`src/rtl/lab5_fetch_unit.sv`:
```
// Instruction fetch stage: a PC register, an IR latch, and a RUN/HALT machine.
// Optional issue counter on FETCH_CNT is built when LAB5_FETCH_PERF_EN is defined.
module lab5_fetch_unit #(
    parameter logic [7:0] RESET_PC = 8'h00
) (
    input  logic        CLK,
    input  logic        RESET,
    input  logic        STALL,
    input  logic        BR_TAKEN,
    input  logic [7:0]  BR_TARGET,
    input  logic [15:0] IMEM_Q,
    output logic [7:0]  IMEM_ADDR,
    output logic [15:0] IR,
    output logic [7:0]  IR_PC,
    output logic        IR_VALID,
    output logic        HALTED,
    output logic [15:0] FETCH_CNT
);

    typedef enum logic {
        ST_RUN  = 1'b0,
        ST_HALT = 1'b1
    } state_t;

    localparam logic [7:0]  PC_ALIGN  = 8'hFE;
    localparam logic [7:0]  PC_STEP   = 8'd2;
    localparam logic [15:0] HALT_WORD = 16'h0000;

    state_t      state_q,    state_d;
    logic [7:0]  pc_q,       pc_d;
    logic [15:0] ir_q,       ir_d;
    logic [7:0]  ir_pc_q,    ir_pc_d;
    logic        ir_valid_q, ir_valid_d;
    logic        halted_q,   halted_d;
    logic        issue_d;

    // Branch wins over everything except reset; HALT only listens for a branch.
    always_comb begin
        state_d    = state_q;
        pc_d       = pc_q;
        ir_d       = ir_q;
        ir_pc_d    = ir_pc_q;
        ir_valid_d = ir_valid_q;
        halted_d   = halted_q;
        issue_d    = 1'b0;
        if (BR_TAKEN) begin
            pc_d       = BR_TARGET & PC_ALIGN;
            ir_valid_d = 1'b0;
            halted_d   = 1'b0;
            state_d    = ST_RUN;
        end else begin
            case (state_q)
                ST_RUN: begin
                    if (!STALL) begin
                        if (IMEM_Q == HALT_WORD) begin
                            ir_valid_d = 1'b0;
                            halted_d   = 1'b1;
                            state_d    = ST_HALT;
                        end else begin
                            ir_d       = IMEM_Q;
                            ir_pc_d    = pc_q;
                            ir_valid_d = 1'b1;
                            pc_d       = pc_q + PC_STEP;
                            issue_d    = 1'b1;
                        end
                    end
                end
                ST_HALT: begin
                    ir_valid_d = 1'b0;
                    halted_d   = 1'b1;
                end
                default: begin
                    state_d = ST_RUN;
                end
            endcase
        end
    end

    always_ff @(posedge CLK) begin
        if (RESET) begin
            state_q    <= ST_RUN;
            pc_q       <= RESET_PC & PC_ALIGN;
            ir_q       <= 16'h0000;
            ir_pc_q    <= 8'h00;
            ir_valid_q <= 1'b0;
            halted_q   <= 1'b0;
        end else begin
            state_q    <= state_d;
            pc_q       <= pc_d;
            ir_q       <= ir_d;
            ir_pc_q    <= ir_pc_d;
            ir_valid_q <= ir_valid_d;
            halted_q   <= halted_d;
        end
    end

`ifdef LAB5_FETCH_PERF_EN
    logic [15:0] fetch_cnt_q, fetch_cnt_d;

    always_comb begin
        fetch_cnt_d = fetch_cnt_q;
        if (issue_d && (fetch_cnt_q != 16'hFFFF)) begin
            fetch_cnt_d = fetch_cnt_q + 16'd1;
        end
    end

    always_ff @(posedge CLK) begin
        if (RESET) begin
            fetch_cnt_q <= 16'h0000;
        end else begin
            fetch_cnt_q <= fetch_cnt_d;
        end
    end

    assign FETCH_CNT = fetch_cnt_q;
`else
    logic unused_issue;
    assign unused_issue = issue_d;
    assign FETCH_CNT    = 16'h0000;
`endif

    assign IMEM_ADDR = pc_q;
    assign IR        = ir_q;
    assign IR_PC     = ir_pc_q;
    assign IR_VALID  = ir_valid_q;
    assign HALTED    = halted_q;

endmodule

```
`config.mk`:
```
export PLATFORM = sky130hd
export DESIGN_NAME = lab5_fetch_unit
export DESIGN_NICKNAME = d
export VERILOG_FILES = /design/src/rtl/lab5_fetch_unit.sv
export SDC_FILE = /design/constraint.sdc
export NUM_CORES = 1
export LEC_CHECK = 0
export CORE_MARGIN = 3
export CORE_UTILIZATION = 41
export CTS_BUF_LIST = sky130_fd_sc_hd__clkbuf_16
export DETAILED_ROUTE_END_ITERATION = 10
export PLACE_DENSITY_LB_ADDON = 0.25
export SYNTH_ARGS = -nofsm -noshare
export SYNTH_HDL_FRONTEND = slang
export SYNTH_SLANG_ARGS = --single-unit
```
`constraint.sdc`:
```
create_clock -name CLK -period 1.9 [get_ports CLK]
set_input_delay 0.38 -clock CLK [delete_from_list [all_inputs] [get_ports CLK]]
set_output_delay 0.38 -clock CLK [all_outputs]
set_load 0.05 [all_outputs]
```
# After elaboration in Yosys (flattened, before gate mapping)
# Index checks and enable logic that the tools add are counted.
# word_totals
reg_bits	35
elab_cells	36
output_inout_bits	50
inputBits	28
# op_classes
bitwise_logic	4
mux	13
n_addsub	1
n_reduce_logical	6
n_eq_ne	5
# ops
op	n
8-bit two-way mux	4
16-bit logical NOT	1
8-bit by 2-bit adder with 8-bit output (second input constant)	1
2-bit inequality test (second input constant)	4
1-bit two-way mux	7
3-bit AND reduction	2
1-bit NOT	4
1-bit case mux with 2 select lines	2
4-bit AND reduction	1
2-bit by 1-bit inequality test with 1-bit output (second input constant)	1
2-bit AND reduction	1
2-bit OR reduction	1

# Depth between registers and ports, before layout
# logic_depth
depth_word	5
mapped_depth	5
depth_no_buf	5

# Worst setup path after synthesis
# Ideal clock, no wire load.
# synth_path
path_kind	reg2reg
startpoint	register pc_q[1] (netlist: IMEM_ADDR[1])
endpoint	register pc_q[7] (netlist: IMEM_ADDR[7])
path_slack_ps	69
setup_time_ps	126
path_buffers	0
synth_period_minus_slack_ps	1831
arrival_time_ps	1705
required_ps	1774
stages_incl_launch_ff	6
cell_sequence	dfxtp_1 > ha_1 > nand2_1 > or3_1 > nor4b_1 > nor3b_1
# synth_via
elab_chain_len	5
# synth_lines
element	line	rtl
start: declaration	30	logic [7:0] pc_q, pc_d;
start signal: assignment	82	pc_q <= RESET_PC & PC_ALIGN;
start signal: assignment	89	pc_q <= pc_d;
8-bit by 2-bit adder with 8-bit output	63	pc_d = pc_q + PC_STEP;
8-bit two-way mux	55	if (IMEM_Q == HALT_WORD) begin
8-bit two-way mux	54	if (!STALL) begin
8-bit two-way mux	52	case (state_q)
8-bit two-way mux	46	if (BR_TAKEN) begin
# No other way between the ends. The select of a mux whose other input is x is not followed.
# A chain may end at the register's enable or synchronous reset.

# Worst setup path after layout
# layout_path
startpoint	input IMEM_Q[1]
endpoint	register pc_q[6] (netlist: IMEM_ADDR[6])
# layout_via
elab_chain_len	3
# layout_lines
element	line	rtl
start: declaration	11	input logic [15:0] IMEM_Q,
16-bit logical NOT	55	
2-bit inequality test (no line)	-	
3-bit AND reduction (no line)	-	
# No other way between the ends.

==> impl_results.md <==
- Status: complete, no violations
- WL per Instance: 13.3 um
- Gate Count Post-Synth: 162
- Worst-skew pair later-pin latency: 270 ps
- VDD IR max: 0.566 mV
- Finished Layout Cells: 280
- Largest net degree at the start of global routing: 20
- PD cells: 810 nW/um2
- DP Cell Count: 268
- Yosys reg bits: 33
- Hpwl dp: 2.75 mm
- Final Hold Fails: 0
- RSZ-0062 raised after global routing: yes
- Tmin final: 1880 ps
- P&R area growth vs syn: 48.2%
- Commonest non-fill, non-tap cell in the layout: clkdlybuf4s50_1
- Nets: 260
- M3 GR Usage: 4.35%
- Setup violators final: 0
- DRT iter0 DRCs: 39
- Post-synthesis sequential area ratio: 40.2%
- Crit path DAT: 2050 ps
- Total GRT Usage: 15.2%
- Die height: 69.3 um
- Main synth FF type: dfxtp_1
- Main combinational cell family by area after synthesis: simple AND/OR/NAND/NOR gates
- Mux share of post-synthesis cell area: 14.0%
- Power, Total: 1.97 mW
- Drt pass-1 iters: 4
- CTS H-tree depth: 2
- Synth Warn #: 0
- Die ar.: 4800 um2
- Gr busiest metal: met2
- Die outline width: 69.3 um
- Synthesized area: 1640 um2
- Area fraction in compound gates after synthesis: 12.3%
- Worst slew pin tran: 513 ps
- Core Area: 3770 um2
- Clk slew on worst S/H paths: 50 ps
- Final Wtd Congestion: 0.805
- EDFF count, synth: 0
- Max Clock Skew: 3.26 ps
- Met2 Track Usage GR: 25.2%
- Routed WL: 3.73 mm
- Layout filler cell count: 303
- Place WS: -275 ps
- DRC viols: 0
- Root Driver: clkbuf_16
- Layout cells sized above 1: 16.4%
- Relative slew slack: 65.7%
- CTS tree: yes
- Avg Inst Size Synth: 10.1 um2
- Max-Cap Viols: 0
- Vias per cell: 4.74
- Post-synthesis xor/xnor area fraction: 0.534%
- Max Buffers Root-to-Sink: 2
- First-pass GRT wire length: 5.95 mm
- Total CTS buffers: 5
- Max Freq: 0.531 GHz
- Antenna violations before repair: 0
- CP endpoint kind: register
- Multi-input logic area: 840 um2
- Slew Viols, Final: 0
- Synth Area in Simple Gates: 19.1%
- Highest-count cells in the layout ignoring fill and taps: clkdlybuf4s50_1 (43), dfxtp_1 (33), nor2_1 (28)
- IO Count: 78
- Antenna Cells: 0
- Adder-Cell Fraction of Synth Area: 0.762%
- Register area: 661 um2
- Initial core utilization: 43.5%
- Vias: 1326
- Cell variety after synth: 36
- Worst Path Max Fanout: 6
- IO Port Bufs: 58
- Share of the clock period used by the worst path: 99.0%
- Fin worst setup slack: 18.4 ps
- GR Layer Usage met1: 18.2%
- Worst setup SP type: input port
- Gr ovfl total: 0
- Worst min-delay path category: in2reg
- Pleak: 1.06 nW
- Clock tree sinks: 33
- Site row count: 22
- Vias in the first global route: 1259
- Post-synth ARST share: 0%
- Fin Hold WS: 452 ps
- Setup Crit Path Kind: in2reg
- Crit path required time: 2070 ps
- Post-DRT Antenna Nets: 0
==> cell type report <==
| class | instances | area share, % |
|---|---|---|
| clock inverter | 3 | 0.514 |
| multi-input combinational | 112 | 34.5 |
| clock buffer | 5 | 5.14 |
| tap | 48 | 2.47 |
| sequential | 33 | 27.1 |
| inverter | 9 | 1.39 |
| timing repair buffer | 70 | 28.8 |
==> worst max-delay path: stages <==
cell,delay [ps]
clkdlybuf4s50_1,530
nor4_4,80
buf_4,150
and4_2,250
or4b_1,490
and3_1,180
==> registers in the layout, summed over array words and instances, names as in the netlist <==
| register | flops |
|---|---|
| IR | 16 |
| IMEM_ADDR | 7 |
| IR_PC | 7 |
| HALTED | 1 |
| IR_VALID | 1 |
| state_q | 1 |
==> cell families (layout without fill, tap and decap cells) <==
group	count (synthesis)	in the layout
other	1	18
muxes	23	23
xor gates and xnor gates	1	1
AOI/OAI and AO/OA	21	21
DFF	33	33
and+or+nand+nor	48	48
adders and majority gates	1	1
buffers and inverters	34	87
==> power breakdown <==
| part | internal [mW] | switching (mW) |
|---|---|---|
| Clock | 0.473 | 0.272 |
| Combinational | 0.169 | 0.301 |
| Sequential | 0.727 | 0.0304 |
| Total | 1.37 | 0.603 |
==> synth_stat cells, types with 4 or more instances <==
cell      instances  share of area, %
nor4_4            4               5.2
inv_1             9               2.1
clkbuf_1          5               1.1
buf_4            18               8.2
mux2i_1          23                14
nor2_1           28               6.4
a21oi_1           4               1.2
dfxtp_1          33                40
==> worst paths after layout <==
path | slack, ps | end | cells past startpoint | start
setup / recovery | 20 | IMEM_ADDR[6] | 6 | IMEM_Q[1]
setup reg to reg | 300 | IMEM_ADDR[7] | 5 | IMEM_ADDR[1]
hold reg to reg | 480 | HALTED | 1 | HALTED
hold / removal | 450 | IR[10] | 3 | IMEM_Q[10]
==> metrics by stage <==
step / instance area (um2) / utilization, % / TNS (ps)
detailed placement: 2220 / 58.9 / -6900
floorplan: 1710 / - / 0
finish: 2430 / 64.5 / 0
global route: 2430 / 64.5 / -12.9
CTS: 2360 / 62.6 / 0
global placement: 2220 / 58.9 / -5840
==> per-layer routing <==
metal  vias to the layer above  share of wire [%]
met2                        46                 49
li1                        664                  -
met1                       611                 44
met4                         0                1.1
met5                         -                  0
met3                         5                5.8
==> timing repair <==
action / CTS / global route
setup buffers: 0 / 3
hold buffers: 0 / 0
resized for setup: 0 / 10
setup endpoints to repair: 0 / 17
Power figures use the tool's default switching activity.
